`config.mk`:
```
export PLATFORM = sky130hd
export DESIGN_NAME = stdp_pair_requester
export DESIGN_NICKNAME = d
export VERILOG_FILES = /design/src/rtl/stdp_pair_requester.sv
export SDC_FILE = /design/constraint.sdc
export NUM_CORES = 1
export LEC_CHECK = 0
export BUFFER_PORTS_ARGS = -buffer_cell sky130_fd_sc_hd__buf_2
export CAP_MARGIN = 20
export CORE_UTILIZATION = 58
export DETAILED_ROUTE_END_ITERATION = 8
export HOLD_SLACK_MARGIN = 0.02
export MAX_ROUTING_LAYER = met4
export PLACE_DENSITY_LB_ADDON = 0.25
export SKIP_LAST_GASP = 1
export SYNTH_ARGS = -nofsm -noshare
export SYNTH_HDL_FRONTEND = slang
export SYNTH_SLANG_ARGS = --single-unit
```
`constraint.sdc`:
```
create_clock -name clk -period 10.6 [get_ports clk]
set_clock_uncertainty 0.05 [all_clocks]
set_input_delay 2.12 -clock clk [delete_from_list [all_inputs] [get_ports clk]]
set_output_delay 2.12 -clock clk [all_outputs]
set_load 0.005 [all_outputs]
```
`src/rtl/stdp_pair_requester.sv`:
```
// STDP pairing engine: tracks pre/post spike ages, requests plus/minus LUT
// deltas on each spike and applies them to a saturating signed weight.
module stdp_pair_requester #(
  parameter int                  W       = 24,
  parameter int                  AGE_MAX = 255,
  parameter logic signed [W-1:0] W_INIT  = 24'sh000000,
  parameter logic signed [W-1:0] W_MAX   = 24'sh3FFFFF,
  parameter logic signed [W-1:0] W_MIN   = -24'sh400000
) (
  input  logic         clk,
  input  logic         rst,
  input  logic         step_en,
  input  logic         pre_spike,
  input  logic         post_spike,
  input  logic         w_load,
  input  logic [W-1:0] w_init,
  output logic [7:0]   lutp_in,
  input  logic [W-1:0] lutp_out,
  output logic [7:0]   lutm_in,
  input  logic [W-1:0] lutm_out,
  output logic [W-1:0] weight,
  output logic         upd_valid,
  output logic         busy,
  output logic         overrun
);

  typedef enum logic [1:0] {
    IDLE  = 2'd0,
    WAIT  = 2'd1,
    APPLY = 2'd2
  } state_t;

  localparam logic [7:0] AGE_MAX_C = 8'(AGE_MAX);

  // Saturating age increment; also yields the dt for a pairing from a prior age.
  function automatic logic [7:0] age_inc(input logic [7:0] age);
    logic [7:0] r;
    if (age >= AGE_MAX_C) begin
      r = AGE_MAX_C;
    end else begin
      r = age + 8'd1;
    end
    return r;
  endfunction

  // Clamp the widened sum back into the legal weight range.
  function automatic logic signed [W-1:0] clamp_w(input logic signed [W+1:0] s);
    logic signed [W+1:0] hi;
    logic signed [W+1:0] lo;
    logic signed [W-1:0] r;
    hi = {{2{W_MAX[W-1]}}, W_MAX};
    lo = {{2{W_MIN[W-1]}}, W_MIN};
    if (s > hi) begin
      r = W_MAX;
    end else if (s < lo) begin
      r = W_MIN;
    end else begin
      r = s[W-1:0];
    end
    return r;
  endfunction

  state_t              state_r, state_s;
  logic [7:0]          pre_age_r, pre_age_s;
  logic [7:0]          post_age_r, post_age_s;
  logic [7:0]          lutp_in_r, lutp_in_s;
  logic [7:0]          lutm_in_r, lutm_in_s;
  logic signed [W-1:0] weight_r, weight_s;
  logic                upd_valid_r, upd_valid_s;
  logic                busy_r, busy_s;
  logic                overrun_r, overrun_s;
  logic                any_spike_s;
  logic signed [W+1:0] sum_s;

  assign any_spike_s = pre_spike | post_spike;

  // Two guard bits so weight plus two full-scale deltas cannot overflow.
  always_comb begin
    sum_s = {{2{weight_r[W-1]}}, weight_r}
          + {{2{lutp_out[W-1]}}, lutp_out}
          + {{2{lutm_out[W-1]}}, lutm_out};
  end

  // State register.
  always_ff @(posedge clk) begin
    if (rst) begin
      state_r <= IDLE;
    end else begin
      state_r <= state_s;
    end
  end

  // Next-state logic: a spiking step starts the lookup/apply sequence.
  always_comb begin
    state_s = state_r;
    case (state_r)
      IDLE: begin
        if (step_en && any_spike_s) begin
          state_s = WAIT;
        end else begin
          state_s = IDLE;
        end
      end
      WAIT:    state_s = APPLY;
      APPLY:   state_s = IDLE;
      default: state_s = IDLE;
    endcase
  end

  // Next values of the registered outputs, ages and weight.
  always_comb begin
    pre_age_s   = pre_age_r;
    post_age_s  = post_age_r;
    lutp_in_s   = lutp_in_r;
    lutm_in_s   = lutm_in_r;
    weight_s    = weight_r;
    upd_valid_s = 1'b0;
    busy_s      = busy_r;
    overrun_s   = overrun_r;
    case (state_r)
      IDLE: begin
        if (step_en) begin
          // dt uses the ages from before this step's update.
          if (post_spike) begin
            lutp_in_s = age_inc(pre_age_r);
          end else begin
            lutp_in_s = 8'd0;
          end
          if (pre_spike) begin
            lutm_in_s = age_inc(post_age_r);
          end else begin
            lutm_in_s = 8'd0;
          end
          pre_age_s  = pre_spike  ? 8'd0 : age_inc(pre_age_r);
          post_age_s = post_spike ? 8'd0 : age_inc(post_age_r);
          busy_s     = any_spike_s;
        end else if (w_load) begin
          weight_s = w_init;
        end else begin
          busy_s = 1'b0;
        end
      end
      WAIT: begin
        busy_s = 1'b1;
        if (step_en) begin
          overrun_s = 1'b1;
        end else begin
          overrun_s = overrun_r;
        end
      end
      APPLY: begin
        weight_s    = clamp_w(sum_s);
        upd_valid_s = 1'b1;
        lutp_in_s   = 8'd0;
        lutm_in_s   = 8'd0;
        busy_s      = 1'b0;
        if (step_en) begin
          overrun_s = 1'b1;
        end else begin
          overrun_s = overrun_r;
        end
      end
      default: begin
        lutp_in_s = 8'd0;
        lutm_in_s = 8'd0;
        busy_s    = 1'b0;
      end
    endcase
  end

  // Datapath and output registers; reset also aborts any pairing in flight.
  always_ff @(posedge clk) begin
    if (rst) begin
      pre_age_r   <= AGE_MAX_C;
      post_age_r  <= AGE_MAX_C;
      lutp_in_r   <= 8'd0;
      lutm_in_r   <= 8'd0;
      weight_r    <= W_INIT;
      upd_valid_r <= 1'b0;
      busy_r      <= 1'b0;
      overrun_r   <= 1'b0;
    end else begin
      pre_age_r   <= pre_age_s;
      post_age_r  <= post_age_s;
      lutp_in_r   <= lutp_in_s;
      lutm_in_r   <= lutm_in_s;
      weight_r    <= weight_s;
      upd_valid_r <= upd_valid_s;
      busy_r      <= busy_s;
      overrun_r   <= overrun_s;
    end
  end

  assign lutp_in   = lutp_in_r;
  assign lutm_in   = lutm_in_r;
  assign weight    = weight_r;
  assign upd_valid = upd_valid_r;
  assign busy      = busy_r;
  assign overrun   = overrun_r;

endmodule

```
# Yosys cells after proc, flatten, opt, wreduce, memory -nomap -nowiden
# Index checks and enable logic that the tools add are counted.
word_totals:
  regBits: 61
  in_bits: 78
  word_cells: 54
op_classes:
  addsub: 4
  n_lt_le_gt_ge: 4
  n_eq_ne: 6
  muxes: 21
  bitwise_logic: 2
  n_reduce_logical: 8
op_table:
  columns: ["op", "n"]
  rows:
  - ["24-bit two-way mux", 4]
  - ["8-bit two-way mux", 8]
  - ["24-bit one-hot mux with 2 select lines", 1]
  - ["8-bit one-hot mux with 2 select lines", 2]
  - ["25-bit by 24-bit adder with 26-bit output", 1]
  - ["26-bit by 23-bit > comparator with 1-bit output, second input constant", 1]
  - ["26-bit by 23-bit < comparator with 1-bit output, second input constant", 1]
  - ["24-bit by 24-bit adder with 25-bit output", 1]
  - ["8-bit by 1-bit adder with 8-bit output, second input constant", 2]
  - ["8-bit >= comparator, second input constant", 2]
  - ["2-bit inequality test, second input constant", 3]
  - ["2-bit AND reduction", 3]
  - ["1-bit two-way mux", 4]
  - ["2-bit one-hot mux with 2 select lines", 1]
  - ["3-bit inequality test, second input constant", 1]
  - ["3-bit AND reduction", 1]
  - ["2-bit by 1-bit equality test with 1-bit output, second input constant", 1]
  - ["2-bit equality test, second input constant", 1]
  - ["2-bit logical NOT", 1]
  - ["1-bit one-hot mux with 2 select lines", 1]
  - ["2-bit nonzero test", 1]
  - ["2-bit OR reduction", 1]
  - ["1-bit logical AND", 1]
  - ["1-bit NOT", 1]
  - ["1-bit bitwise OR", 1]

# Depth between registers and ports, before layout
logic_depth:
  ltp_word: 6
  mapped_depth: 15

# Least setup slack after synthesis
# Ideal clock, no wire load.
synth_path:
  kind: "in2reg"
  startpoint: "input port lutp_out[1]"
  endpoint: "register weight_r[3], in the netlist weight[3]"
  setup_time_ns: 0.096
  t_arrival_ns: 4.935
  required_ns: 10.454
  path_slack_ns: 5.520
  cell_stages: 14
  path_cell_list: "inv_1 -> fa_1 -> inv_1 -> ha_1 -> inv_1 -> fa_1 -> nand2b_1 -> a21oi_1 -> o211ai_1 -> o211ai_1 -> xnor2_1 -> o41ai_4 -> a32oi_1 -> a221oi_1"
synth_between:
  elab_chain_len: 6
  word_cells_on_any_way: 7
synth_rtl:
  columns: ["element", "line", "rtl"]
  rows:
  - ["from (decl)", "18", "input logic [W-1:0] lutp_out,"]
  - ["24-bit by 24-bit adder with 25-bit output (*)", "80", "+ {{2{lutp_out[W-1]}}, lutp_out}"]
  - ["25-bit by 24-bit adder with 26-bit output (*)", "81", "+ {{2{lutm_out[W-1]}}, lutm_out};"]
  - ["26-bit by 23-bit < comparator with 1-bit output", "55", "end else if (s < lo) begin"]
  - ["24-bit two-way mux", "55", null]
  - ["24-bit two-way mux (*)", "53", "if (s > hi) begin"]
  - ["24-bit one-hot mux with 2 select lines (*)", "120", "case (state_r)"]
  - ["to (signal assigned)", "187", "weight_r <= weight_s;"]
  - ["to (decl)", "68", "logic signed [W-1:0] weight_r, weight_s;"]
# Every way passes the cells marked *; elsewhere a longest branch is shown, timed or not.
# A chain may end at the register's enable or synchronous reset.

# Final worst setup path
# Ends and elaborated chain as after synthesis.

==> impl_metrics.csv <==
group,metric,value,unit
timing,rsz0062_at_grt,"no",
cts,cts_tree,"yes",
floorplanning,die_w,91.19,um
global_routing,grt_max_degree,55,
cts,clockBufferDepth,2,
power_and_ir_drop,leakage,2.460,nW
min_path,min_path_type,"reg -> reg",
setup_path,start_kind,"input pin",
power_and_ir_drop,p_total,0.9064,mW
cts,cts_hold_buffers,0,
placement,gp_congestion,0.9265,
global_routing,track_usage,0.3193,
cts,cts.sinks,61,
floorplanning,ios,121,
setup_path,crit_chain,"buf_2, inv_1, fa_1, inv_1, ha_1, inv_1, fa_1, nand2b_1, a21oi_1, o211ai_1, a21oi_1, o41ai_1, nand4b_1, nand3_1, a221oi_1",
route,initialDrtViolationCount,353,
global_routing,grt_pass1_wl,20800,um
cts,root_buffer,"clkbuf_8",
final_layout,nFillCells,627,
placement,hpwl,9349,um
yosys,synth.most_common_cell,"dfxtp_1",
timing,tns,0,ns
run_status,outcome,"finished clean",
yosys,synth_seq_cells,61,
placement,pre_cts_ws,4.778,ns
floorplanning,die-height,91.19,um
final_layout,num_antenna_cells,0,
job,maxCapViolations,0,
yosys,avgSynthCellArea,8.403,um2
yosys,yosysTopAreaCell,"dfxtp_1",
yosys,netlist_instances,549,
final_layout,layout-drive-gt1-share,0.2186,
final_layout,regArea,0.001221,mm2
route,routed_wl,12520,um
floorplanning,core_area,0.007727,mm2
yosys,synth_top_area_share,0.2647,
setup_path,worstPathRequired,10.77,ns
timing,setup_viol,0,
timing,hold_viol,0,
yosys,synth_top_flop_cell,"dfxtp_1",
route,dr.pass1.iters,5,
setup_path,crit_top_cell,"inv_1",
cts,htreeDepth,3,
route,via_count,4730,
floorplanning,start_util,0.5970,
global_routing,grt_overflow,0,
cts,cts_resized,0,
power_and_ir_drop,irDropWorstVdd,0.09192,mV
yosys,synth-async-reset-ratio,0,
cts,postCtsSetupBuffers,0,
yosys,yosysWarnings,0,
yosys,ys_top_cells_by_count,"dfxtp_1, nor2_1, nand2_1, o21ai_0, a21oi_1",
timing,finalCriticalPeriod,5.471,ns
floorplanning,dieArea,0.008315,mm2
timing,maxSlewViolCount,0,
yosys,synth_nets,681,
timing,slew_headroom,0.3106,
setup_path,endpoint_kind,"register",
final_layout,multiInputGateArea,0.003232,mm2
yosys,synth_edf_count,0,
final_layout,finalInstanceArea,0.005505,mm2
route,drc,0,
final_layout,areaGrowthSynthToFinish,19.34,%
setup_path,critPathLaunch,"lutp_out[1]",
setup_path,arrival,5.65,ns
route,routedWlPerCell,16.26,um
final_layout,stdcell_count,770,
setup_path,cp_slowest_cell,"nand3_1",
yosys,syn-cell-area,0.004613,mm2
cts,path_clk_slew,0.07,ns
global_routing,antenna_found_initial,0,
yosys,synth.area.top_cells,"dfxtp_1, fa_1, ha_1",
cts,cts_buffers,9,
floorplanning,rows,32,
power_and_ir_drop,powerDensity,164.6,mW/mm2
setup_path,cp_max_fo,16,
final_layout,nNetsFinal,795,
setup_path,path_delay_family,"compound AO/OA/AOI/OAI gates",
placement,placed_cell_area,0.005275,mm2
setup_path,path_class,"in -> reg",
yosys,synth-seq-area-share,0.2647,
placement,dp.cells,753,
timing,max_freq,0.1828,GHz
min_path,hold_start,"lutm_in[7]",
setup_path,r2r-start,"weight[1]",
global_routing,grt_pass1_vias,4554,
route,drtAntennaViolNets,0,
placement,io_buffer_count,120,
timing,setup_slack,5.129,ns
yosys,synthDistinctLibCells,55,
setup_path,cp.buffers_inverters,4,
timing,period_share,0.5161,
cts,clock_latency,0.34,ns
timing,tightest_slew,1.030,ns
route,vias_per_cell,6.143,
setup_path,cpPeakStageDelay,0.53,ns
-- flip-flops by register name (all words and copies together), names as in the netlist --
name and cells:
weight 24, lutm_in 8, lutp_in 8, post_age_r 8
pre_age_r 8, state_r 2, busy 1, overrun 1
upd_valid 1
-- report_power, final --
group | leakage [nW] | switching, mW | total, mW | internal [mW]
clock network | 0.111 | 0.103 | 0.238 | 0.135
registers | 0.502 | 0.0195 | 0.269 | 0.250
logic | 1.85 | 0.238 | 0.399 | 0.161
total | 2.46 | 0.361 | 0.906 | 0.546
-- routing by layer --
| metal | global-route usage | vias up | routed length [um] |
|---|---|---|---|
| met5 | - | - | 0 |
| met4 | 0.09788 | 0 | 232 |
| met3 | 0.04774 | 25 | 783 |
| met2 | 0.5354 | 183 | 6191 |
| met1 | 0.3978 | 2263 | 5315 |
| li1 | - | 2259 | - |
-- final cells by class --
type | instances | area share
inverter | 17 | 0.01159
multi-input combinational | 449 | 0.5870
tap | 102 | 0.02318
sequential | 61 | 0.2218
clock buffer | 10 | 0.02318
timing repair buffer | 125 | 0.1159
clock inverter | 6 | 0.01727
-- cells by family (layout without fill, tap and decap cells) --
kind of cell / Yosys count / in the layout / share of synthesized area
adders and majority gates: 54 / 54 / 0.1871
muxes: 3 / 3 / 0.006510
AOI/OAI and AO/OA: 191 / 191 / 0.2796
DFF: 61 / 61 / 0.2647
and+or+nand+nor: 177 / 177 / 0.1817
buffers and inverters: 39 / 158 / 0.03472
xor gates and xnor gates: 24 / 24 / 0.04557
-- worst paths after layout --
path,endpoint,slack (ns),cells after the start
worst min register to register,lutm_in[7],0.42,2
worst max register to register,weight[3],6.65,14
worst max-delay path,weight[3],5.13,15
worst min-delay path,lutm_in[7],0.42,2
-- layout by cell type, fill, tap and decap left out, types with 4 or more instances in the layout --
| cell type | netlist | layout |
|---|---|---|
| a41oi_1 | 4 | 4 |
| nand3_1 | 19 | 19 |
| a21oi_1 | 38 | 38 |
| xor2_1 | 5 | 5 |
| o211ai_1 | 10 | 10 |
| xnor2_1 | 19 | 19 |
| a32oi_1 | 5 | 5 |
| a221o_1 | 15 | 15 |
| o21a_1 | 10 | 10 |
| ha_1 | 29 | 29 |
| a22oi_1 | 22 | 22 |
| and3_1 | 8 | 8 |
| dfxtp_1 | 61 | 61 |
| inv_1 | 17 | 17 |
| a221oi_1 | 6 | 6 |
| nor2_1 | 56 | 56 |
| nand2b_1 | 6 | 6 |
| o21ai_0 | 49 | 49 |
| a31oi_1 | 4 | 4 |
| nor3_1 | 12 | 12 |
| clkbuf_8 | 0 | 9 |
| a21o_1 | 5 | 5 |
| nand2_1 | 49 | 49 |
| buf_4 | 1 | 5 |
| buf_2 | 1 | 120 |
| fa_1 | 25 | 25 |
| a211oi_1 | 6 | 6 |
-- stage by stage --
stage	hold slack [ns]	util
detailed placement	0.4151	0.6826
global placement	0.3879	0.6817
global route	0.4660	0.7124
finish	0.4248	0.7124
CTS	0.4256	0.7115
floorplan	0.3983	-
-- worst reg2reg max path, stage by stage, from the launching register on --
cell and delay (ns):
dfxtp_1 0.36, inv_1 0.06, fa_1 0.42, inv_1 0.07, ha_1 0.18, inv_1 0.06, fa_1 0.37, nand2b_1 0.19
a21oi_1 0.31, o211ai_1 0.18, a21oi_1 0.22, o41ai_1 0.15, nand4b_1 0.16, nand3_1 0.53, a221oi_1 0.52
Power figures use the tool's default switching activity.
